--- src/rtl/instr_fetch_queue.sv ---
// Instruction fetch front end: issues sequential fetches and queues in-order returns for decode.
// Latency: a response accepted on one edge is at the queue head on the next cycle; the head is presented combinationally.
// Backpressure: requests stall when in-flight plus queued reaches DEPTH; a redirect flushes the queue and turns in-flight fetches stale.
module instr_fetch_queue #(
  parameter int              DBITS    = 32,
  parameter logic [DBITS-1:0] START_PC = DBITS'(64),
  parameter int              DEPTH    = 4
) (
  input  logic             clk,
  input  logic             reset,
  input  logic             redirect,
  input  logic [DBITS-1:0] redirectPc,
  output logic             imemReqValid,
  output logic [DBITS-1:0] imemReqAddr,
  input  logic             imemReqReady,
  input  logic             imemRespValid,
  input  logic [DBITS-1:0] imemRespData,
  output logic             instValid,
  output logic [DBITS-1:0] instData,
  output logic [DBITS-1:0] instPc,
  input  logic             instReady
);

  localparam int AW = $clog2(DEPTH);
  localparam int CW = AW + 1;

  logic [DBITS-1:0] fetch_pc;
  logic [DBITS-1:0] resp_pc;
  logic [CW-1:0]    live;
  logic [CW-1:0]    stale;
  logic [CW-1:0]    count;
  logic [AW-1:0]    head;
  logic [AW-1:0]    tail;
  logic [DBITS-1:0] data_mem [DEPTH];
  logic [DBITS-1:0] pc_mem   [DEPTH];

  logic [CW+1:0]    occupancy;
  logic [DBITS-1:0] redirect_pc_aligned;
  logic             req_fire;
  logic             resp_take;
  logic             resp_drop;
  logic             resp_keep;
  logic             enq;
  logic             deq;

  // Everything in flight or queued counts against the queue, so every issued fetch has a guaranteed slot.
  assign occupancy    = {2'b00, live} + {2'b00, stale} + {2'b00, count};
  assign imemReqValid = occupancy < (CW+2)'(DEPTH);
  assign imemReqAddr  = fetch_pc;

  // Redirect targets are forced to word alignment.
  assign redirect_pc_aligned = redirectPc & ~DBITS'(3);

  assign req_fire  = imemReqValid & imemReqReady;
  // A response with nothing outstanding is a protocol violation and is ignored.
  assign resp_take = imemRespValid & ((live != '0) | (stale != '0));
  assign resp_drop = resp_take & (stale != '0);
  assign resp_keep = resp_take & (stale == '0);
  // Redirect wins over same-edge enqueue and dequeue: the whole queue is flushed anyway.
  assign enq       = resp_keep & ~redirect;
  assign deq       = instValid & instReady & ~redirect;

  assign instValid = count != '0;
  assign instData  = data_mem[head];
  assign instPc    = pc_mem[head];

  // Fetch/response address tracking, in-flight accounting and queue pointers.
  always_ff @(posedge clk or negedge reset) begin
    if (!reset) begin
      fetch_pc <= START_PC;
      resp_pc  <= START_PC;
      live     <= '0;
      stale    <= '0;
      count    <= '0;
      head     <= '0;
      tail     <= '0;
    end else if (redirect) begin
      fetch_pc <= redirect_pc_aligned;
      resp_pc  <= redirect_pc_aligned;
      // Everything still outstanding, including a fetch issued on this edge, becomes stale.
      stale    <= stale + live + CW'(req_fire) - CW'(resp_take);
      live     <= '0;
      count    <= '0;
      head     <= '0;
      tail     <= '0;
    end else begin
      if (req_fire) begin
        fetch_pc <= fetch_pc + DBITS'(4);
      end
      if (resp_keep) begin
        resp_pc <= resp_pc + DBITS'(4);
      end
      live  <= live + CW'(req_fire) - CW'(resp_keep);
      stale <= stale - CW'(resp_drop);
      count <= count + CW'(enq) - CW'(deq);
      if (enq) begin
        tail <= tail + AW'(1);
      end
      if (deq) begin
        head <= head + AW'(1);
      end
    end
  end

  // Queue storage; the head slot is never written while occupied, so the head is stable under stall.
  always_ff @(posedge clk) begin
    if (enq) begin
      data_mem[tail] <= imemRespData;
      pc_mem[tail]   <= resp_pc;
    end
  end

endmodule

--- config.mk ---
export PLATFORM = sky130hd
export DESIGN_NAME = instr_fetch_queue
export DESIGN_NICKNAME = d
export VERILOG_FILES = /design/src/rtl/instr_fetch_queue.sv
export SDC_FILE = /design/constraint.sdc
export NUM_CORES = 1
export LEC_CHECK = 0
export BUFFER_PORTS_ARGS = -buffer_cell sky130_fd_sc_hd__buf_2
export CORE_MARGIN = 1.5
export CORE_UTILIZATION = 50
export CTS_CLUSTER_DIAMETER = 60
export DETAILED_ROUTE_END_ITERATION = 8
export PLACE_DENSITY = 0.71
export SLEW_MARGIN = 20
export SYNTH_ARGS = -nofsm -noshare
export SYNTH_HDL_FRONTEND = slang
export SYNTH_SLANG_ARGS = --single-unit
--- constraint.sdc ---
create_clock -name clk -period 10.3 [get_ports clk]
set_input_delay 1.03 -clock clk [delete_from_list [all_inputs] [get_ports clk]]
set_output_delay 1.03 -clock clk [all_outputs]
set_load 0.1 [all_outputs]
### Word-level counts from Yosys, hierarchy flattened

Memories as Yosys holds them, arrays and structs flattened.
Index checks and enable logic that the tools add are counted.

* bitwise logic cells: 9
* multiplexer cells: 13
* magnitude comparators: 1
* $add $sub $neg: 14
* reductions and logical operators: 8

Operators with widths (number)
* $mux 32: 4
* $add 32x3->32 const B: 2
* $sub 3x1->3: 4
* $add 3x1->3: 3
* $mux 3: 3
* $reduce_bool 3->1: 3
* $mux 2: 4
* $reduce_bool 2->1: 4
* $and 1x1->1: 7
* $add 4x3->5: 1
* $lt 5x3->1 const B: 1
* $add 2x1->2 const B: 2
* $add 3x3->4: 1
* $add 3x3->3: 1
* $logic_not 3->1: 1
* $mux 1: 2
* $not 1->1: 1
* $or 1x1->1: 1

* input port bits: 70
* register bits after elaboration: 77
* memories: 2
* logic and storage cells: 54
* memory bits (writable): 256
* output and inout bits: 98

Memory list
* data_mem: words 4, bits a word 32, read ports 1, clocked after memory_dff 0, write ports 1, RTL line 34 `logic [DBITS-1:0] data_mem [DEPTH];`
* pc_mem: words 4, bits a word 32, read ports 1, clocked after memory_dff 0, write ports 1, RTL line 35 `logic [DBITS-1:0] pc_mem [DEPTH];`

### Logic depth before layout (Yosys ltp)

Gate-level depths: netlist (run 1).

* word-level depth: 8
* depth in mapped cells: 15

### Least setup slack after synthesis (run 1)

No wires, ideal clock.

* path kind: register -> output
* from: register live[1]
* to: output imemReqValid
* setup slack: 5.784 ns
* stages on the path, launching flop included: 8
* path buffers: 0
* arrival: 3.486 ns
* cells stage by stage: dfrtp_1 inv_1 fa_1 or2_2 fa_1 nor3b_1 o21ai_1 nor2_1

* cells in the longest elaborated chain, start to end: 3

RTL lines
* start, declared: RTL line 29 `logic [CW-1:0] live;`
* start signal, assigned: RTL line 93 `live <= live + CW'(req_fire) - CW'(resp_keep);`
* $add 3x3->4: RTL line 47 `assign occupancy = {2'b00, live} + {2'b00, stale} + {2'b00, count};`
* $add 4x3->5: RTL line 47
* $lt 5x3->1: RTL line 48 `assign imemReqValid = occupancy < (CW+2)'(DEPTH);`
* end, declared: RTL line 13 `output logic imemReqValid,`

No other way between the ends.

### Worst setup path after layout (run 1)

Ends and elaborated chain as after synthesis.

==> summary.txt, run 1 <==
Status
  • Status: finished with violations
  • Violated checks: design-rule violations

Clocking
  • # hold bufs at CTS: 0
  • TritonCTS clock tree: done
  • Reg clk slew, reported paths: 0.06 ns
  • Number of buffers created by CTS: 34
  • Post-cts resize count: 0
  • Htree depth: 2
  • CTS Sinks: 321
  • Post-CTS setup buffer count: 0
  • Clk Latency, worst-skew pair: 0.50 ns
  • Root buf cell: clkbuf_16
  • CTS Buffer Depth: 3

Timing
  • WHS: 0.567 ns
  • Fmax: 219 MHz
  • Max-slew violation count: 0
  • Slew margin rel.: 28.4%
  • Fin. Hold Viols: 0
  • Worst-Margin Slew: 1.06 ns
  • Setup TNS Final: 0 ns
  • Crit path time final: 4.57 ns
  • Clock Skew: 0.0123 ns
  • Final setup violation count: 0
  • RSZ-0062 raised after global routing: no
  • Tcrit/Tclk final: 44.4%

Synth
  • YS warnings: 0
  • Synthesized flop and latch total: 321
  • Top_reg_cell synth: edfxtp_1
  • Register area share after synthesis: 69.4%
  • Cell count after synthesis: 796
  • Syn Std Cell Area: 13400 µm²
  • Post-synth EDFFs: 248
  • Post-Syn Area per Cell: 16.8 µm²
  • Distinct cells, synth: 52
  • Async SR Flop Fraction: 22.7%

Setup path
  • Startpoint Class: flip-flop
  • Critical Path RT: 9.27 ns
  • Max FO, Critical Path: 10
  • Crit path DAT: 3.54 ns
  • Critical Path Sink Type: output pin
  • Kind of critical path: flip-flop to output pin

Drt
  • Post-DRT Antenna Nets: 0
  • Routed WL per cell: 19.5 µm
  • DRC: 14
  • Vias per cell: 5.62
  • Final WL: 25900 µm
  • DRT Pass-1 Iters: 9
  • Via count of the routed design: 7458
  • Initial DRC count: 636

Power and ir drop
  • Cell Int Power: 2.50 mW
  • Clk pwr share: 29.6%
  • Leak Pwr: 5.48 nW
  • Sw Share: 37.9%
  • Logic pwr share: 31.8%
  • Cell Pwr Density: 258 nW/µm²
  • Switching pwr: 1.53 mW
  • Worst vdd ir: 0.373 mV
  • Seq pwr share: 38.6%

Floorplanning
  • Die height: 166 µm
  • Die W: 166 µm
  • Core Rows: 59
  • Starting Density: 51.1%
  • Ports: 168
  • Core Footprint: 26100 µm²
  • Die ar.: 27700 µm²

Final layout
  • Share of cells above drive strength 1: 29.7%
  • Syn-to-layout area delta: 16.7%
  • Final Util: 59.7%
  • Most common cell after layout, fill and taps aside: edfxtp_1
  • Fill cells: 1975
  • Commonest cells after routing, fill and taps aside: edfxtp_1 (248), buf_2 (161), dfrtp_1 (69)
  • N_diodes: 0
  • Post-layout nets: 1061
  • Footprint of the multi-input gates: 3840 µm²
  • Design area: 15600 µm²
  • Register Area: 9280 µm²

GRT
  • Initial antenna violation count: 0
  • Largest net degree at the start of global routing: 74
  • First-pass GRT wire length: 41700 µm
  • Remaining Overflow, GRT: 0
  • Global Route Usage Sum: 19.3%
  • Vias in the first global route: 7443

Place
  • Placed instance area: 14500 µm²
  • RD Place Congestion: 0.780
  • DP HPWL: 15900 µm
  • Buffers on Ports: 161

Flow run
  • Max Cap Violations: 0

Worst hold path
  • Worst min path class: flip-flop to flip-flop
## critical path: stages, from the launching register on
cell,delay [ns]
dfrtp_1,0.45
inv_1,0.12
fa_1,0.56
or2_2,0.33
fa_1,0.38
nor3b_1,0.27
o21ai_1,0.28
nor2_1,0.20
buf_2,0.44
## cells by family after synthesis
kind of cell,after synthesis,synth area share (%)
flip-flops,321,69.4
AND/OR/NAND/NOR,188,7.82
AO/OA/AOI/OAI,86,4.23
multiplexers,68,10.9
buffers and inverters,62,1.99
XOR/XNOR,47,3.08
adder cells (fa/ha/maj),23,2.49
other,1,0.0281
## cells in the mapped netlist (17+ instances only)
cell | count | area share, %
inv_1 | 24 | 0.67
dfrtp_1 | 71 | 13
nand4_1 | 24 | 1.1
a21oi_1 | 28 | 1.0
mux4_2 | 62 | 10
nand3_1 | 21 | 0.79
edfxtp_1 | 248 | 56
ha_1 | 17 | 1.6
xor2_1 | 29 | 1.9
nand2_1 | 26 | 0.73
clkbuf_1 | 20 | 0.56
nor2_1 | 38 | 1.1
xnor2_1 | 18 | 1.2
## cell type report
class                   instances  area share (%)
clock buffers                  42            5.78
inverters                      25           0.602
clock inverters                19            1.21
multi-input cells             416            24.6
repair buffers                170            5.60
well taps                     335            2.69
flip-flops and latches        321            59.5
## sequential cells by signal, summed over array words and instances (netlist names)
signal and count:
tail 2, pc_mem 120, count 3, head 2, stale 3, imemReqAddr 30
resp_pc 30, live 3, data_mem 128
## per-layer routing
| metal | GRT usage [%] | vias up | part of all wire [%] |
|---|---|---|---|
| li1 | - | 3464 | - |
| met4 | 4.86 | 0 | 1.5 |
| met1 | 28.1 | 3723 | 45 |
| met3 | 3.54 | 27 | 6.6 |
| met2 | 30.5 | 244 | 47 |
| met5 | 0 | - | 0 |
## stage by stage
stage | instances | power [mW] | worst slack (ns)
finish | 1328 | 4.03 | 5.73
global route | 1328 | 4.20 | 5.52
CTS | 1328 | 4.07 | 5.72
detailed placement | 1267 | 2.87 | 6.01
global placement | 1267 | 2.86 | 6.10
floorplan | 799 | 2.65 | 5.78
## power groups by stage
stage | Sequential [mW] | Combinational, mW | Clock, mW
final | 1.56 | 1.28 | 1.19
after global routing | 1.57 | 1.35 | 1.28
after CTS | 1.56 | 1.29 | 1.22
after floorplan | 1.65 | 1.00 | 0
after detailed placement | 1.58 | 1.29 | 0
after global placement | 1.58 | 1.28 | 0
## path summary, 6_finish.rpt
kind | to | cells past startpoint | slack (ns) | startpoint
max in group asynchronous | head[0] | 2 | 8.82 | reset
worst min register to register | pc_mem[0][19] | 0 | 0.57 | resp_pc[19]
worst min-delay path | pc_mem[0][19] | 0 | 0.57 | resp_pc[19]
min in group asynchronous | imemReqAddr[25] | 2 | 0.74 | reset
worst max register to register | stale[2] | 15 | 6.03 | live[1]
worst max-delay path | imemReqValid | 8 | 5.73 | live[1]
Note: power is estimated with default switching activity, not from simulation.
==> run 2, diff against run 1 <==
==> constraint.sdc (replaced) <==
create_clock -name clk -period 4.8 [get_ports clk]
set_input_delay 0.48 -clock clk [delete_from_list [all_inputs] [get_ports clk]]
set_output_delay 0.48 -clock clk [all_outputs]
set_load 0.1 [all_outputs]
==> summary.txt, run 2 (synthesized netlist as in run 1, its figures left out) <==
Power and ir drop
  • Cell Pwr Density: 550 nW/µm² (+110%)
  • Leak Pwr: 5.51 nW (+0.59%)
  • Power, Total: 8.63 mW (+110%)
  • Worst vdd ir: 0.633 mV (+70%)

GRT
  • First-pass GRT wire length: 42100 µm (+0.98%)
  • Vias in the first global route: 7418 (-0.34%)
  • Initial antenna violation count: 0 (unchanged)
  • Largest net degree at the start of global routing: 61 (-18%)
  • Global Route Usage Sum: 19.5% (+0.18 points)
  • Remaining Overflow, GRT: 0 (unchanged)

Place
  • Setup WS pre-CTS: 1.06 ns (-4.96 ns)
  • DP HPWL: 17000 µm (+7.1%)
  • Placed instance area: 14600 µm² (+0.60%)
  • RD Place Congestion: 0.820 (+5.1%)
  • Buffers on Ports: 161 (unchanged)

Floorplanning
  • Ports: 168 (unchanged)
  • Core Footprint: 26100 µm² (unchanged)
  • Die height: 166 µm (unchanged)
  • Core Rows: 59 (unchanged)
  • Die W: 166 µm (unchanged)
  • Die ar.: 27700 µm² (unchanged)
  • Starting Density: 51.1% (unchanged)

Final layout
  • Final Util: 60.0% (+0.29 points)
  • Most flops, register: data_mem
  • Max FFs per register: 128 (unchanged)
  • N_diodes: 0 (unchanged)
  • Biggest regs: data_mem (128), pc_mem (120)
  • Design area: 15700 µm² (+0.49%)
  • Post-layout nets: 1067 (+0.57%)
  • Commonest cells after routing, fill and taps aside: edfxtp_1 (248), buf_2 (161), dfrtp_1 (69)
  • Fill cells: 1975 (unchanged)
  • Most common cell after layout, fill and taps aside: edfxtp_1
  • Share of cells above drive strength 1: 30.2% (+0.48 points)
  • Syn-to-layout area delta: 17.3%

Clocking
  • TritonCTS clock tree: done
  • Reg clk slew, reported paths: 0.06 ns (about the same)
  • Number of buffers created by CTS: 34 (unchanged)
  • Post-CTS setup buffer count: 0 (unchanged)
  • CTS Buffer Depth: 3 (unchanged)
  • Clk Latency, worst-skew pair: 0.51 ns (about the same)
  • Post-cts resize count: 0 (unchanged)
  • Htree depth: 2 (unchanged)
  • CTS Sinks: 321 (unchanged)
  • Root buf cell: clkbuf_16

Status
  • Violated checks: design-rule violations
  • Status: finished with violations

Timing
  • Setup TNS Final: 0 ns (unchanged)
  • Final setup violation count: 0 (unchanged)
  • Tcrit/Tclk final: 81.4%
  • Crit path time final: 3.91 ns
  • Clock Skew: 0.0130 ns (+0.000744 ns)
  • Final worst slack: 0.893 ns (-4.83 ns)
  • Slew margin rel.: 32.8% (+4.3 points)
  • Fmax: 256 MHz
  • Worst-Margin Slew: 0.996 ns (-0.0687 ns)
  • Fin. Hold Viols: 0 (unchanged)
  • Max-slew violation count: 0 (unchanged)
  • RSZ-0062 raised after global routing: no

Drt
  • Final WL: 26300 µm (+1.6%)
  • Initial DRC count: 735 (+16%)
  • Via count of the routed design: 7560 (+1.4%)
  • Post-DRT Antenna Nets: 0 (unchanged)
  • DRT Pass-1 Iters: 7 (-2)
  • Routed WL per cell: 19.8 µm (+1.3%)
  • Vias per cell: 5.68 (+1.1%)
  • DRC: 14 (unchanged)

Setup path
  • R2r endpoint: stale[2]
  • Reg-to-Reg Start: live[1]
  • Kind of critical path: flip-flop to output pin
  • Worst Setup SP: live[1]
  • Crit path DAT: 3.43 ns (-0.11 ns)
  • Critical Path Sink Type: output pin
  • Max FO, Critical Path: 9 (-1)
  • Critical Path RT: 4.32 ns (-4.95 ns)
  • FF-to-FF path depth: 16 (+1)
  • Worst R2R Setup Slack: 1.07 ns (-4.96 ns)
  • Worst setup path end: imemReqValid
  • Startpoint Class: flip-flop

Flow run
  • Max Cap Violations: 0 (unchanged)

Worst hold path
  • Worst min path class: primary input to flip-flop
  • Hold Crit Depth: 1 (+1)
## run 2: changes by cell type in the layout (fill, tap and decap cells not counted), sizes merged
cell         previous run  this run
bufinv                  4         2
clkinv                 13        11
dlygate4sd3             0         1
clkbuf                 42        44
buf                   170       175
## run 2: report_power, final
part | switching (mW) | internal [mW] | leakage, nW
sequential | 0.229 | 3.13 | 3.06
clock | 1.03 | 1.46 | 0.512
combinational | 2.05 | 0.733 | 1.94
## run 2: stage by stage
stage | instances | hold slack (ns)
after floorplan | 799 | 0.184
after global placement | 1272 | 0.416
after detailed placement | 1272 | 0.427
after CTS | 1332 | 0.163
after global routing | 1332 | 0.165
final | 1332 | 0.183
## run 2: worst max-delay path, stage by stage, from the launching register on
cell and delay [ns]:
dfrtp_1 0.45, inv_1 0.11, fa_1 0.55, or2_2 0.33, fa_1 0.38, nor3b_1 0.25
o21ai_1 0.13, buf_4 0.18, nor2_1 0.10, buf_2 0.43
## run 2: layer usage
layer	global-route usage (%)	vias to the layer above	share of wire, %
li1	-	3486	-
met5	0	-	0
met3	3.78	37	7.1
met1	29.3	3771	45
met2	29.5	266	46
met4	5.02	0	1.8
## run 2: worst min path at each step
| stage | start | endpoint | slack (ns) |
|---|---|---|---|
| 3_3_place_gp | reset | imemReqAddr[25] | 0.42 |
| 3_5_place_dp | reset | imemReqAddr[25] | 0.43 |
| 4_1_cts | imemRespData[26] | data_mem[2][26] | 0.16 |
| 5_1_grt | imemRespData[23] | data_mem[2][23] | 0.17 |
| 2_1_floorplan | reset | count[0] | 0.18 |
| 6_report | imemRespData[22] | data_mem[0][22] | 0.18 |
## run 2: what timing repair did
action	CTS	global route
setup endpoints to repair	0	0
endpoints found under the hold margin	15	0
hold buffers	1	0
## run 2: area by class of cell
cell class | count | area, µm² | area share [%]
Sequential cell | 321 | 9280 | 59.2
Multi-Input combinational cell | 416 | 3840 | 24.5
Timing Repair Buffer | 176 | 971 | 6.20
Clock buffer | 44 | 910 | 5.80
Tap cell | 335 | 419 | 2.67
Clock inverter | 15 | 151 | 0.966
Inverter | 25 | 93.8 | 0.599
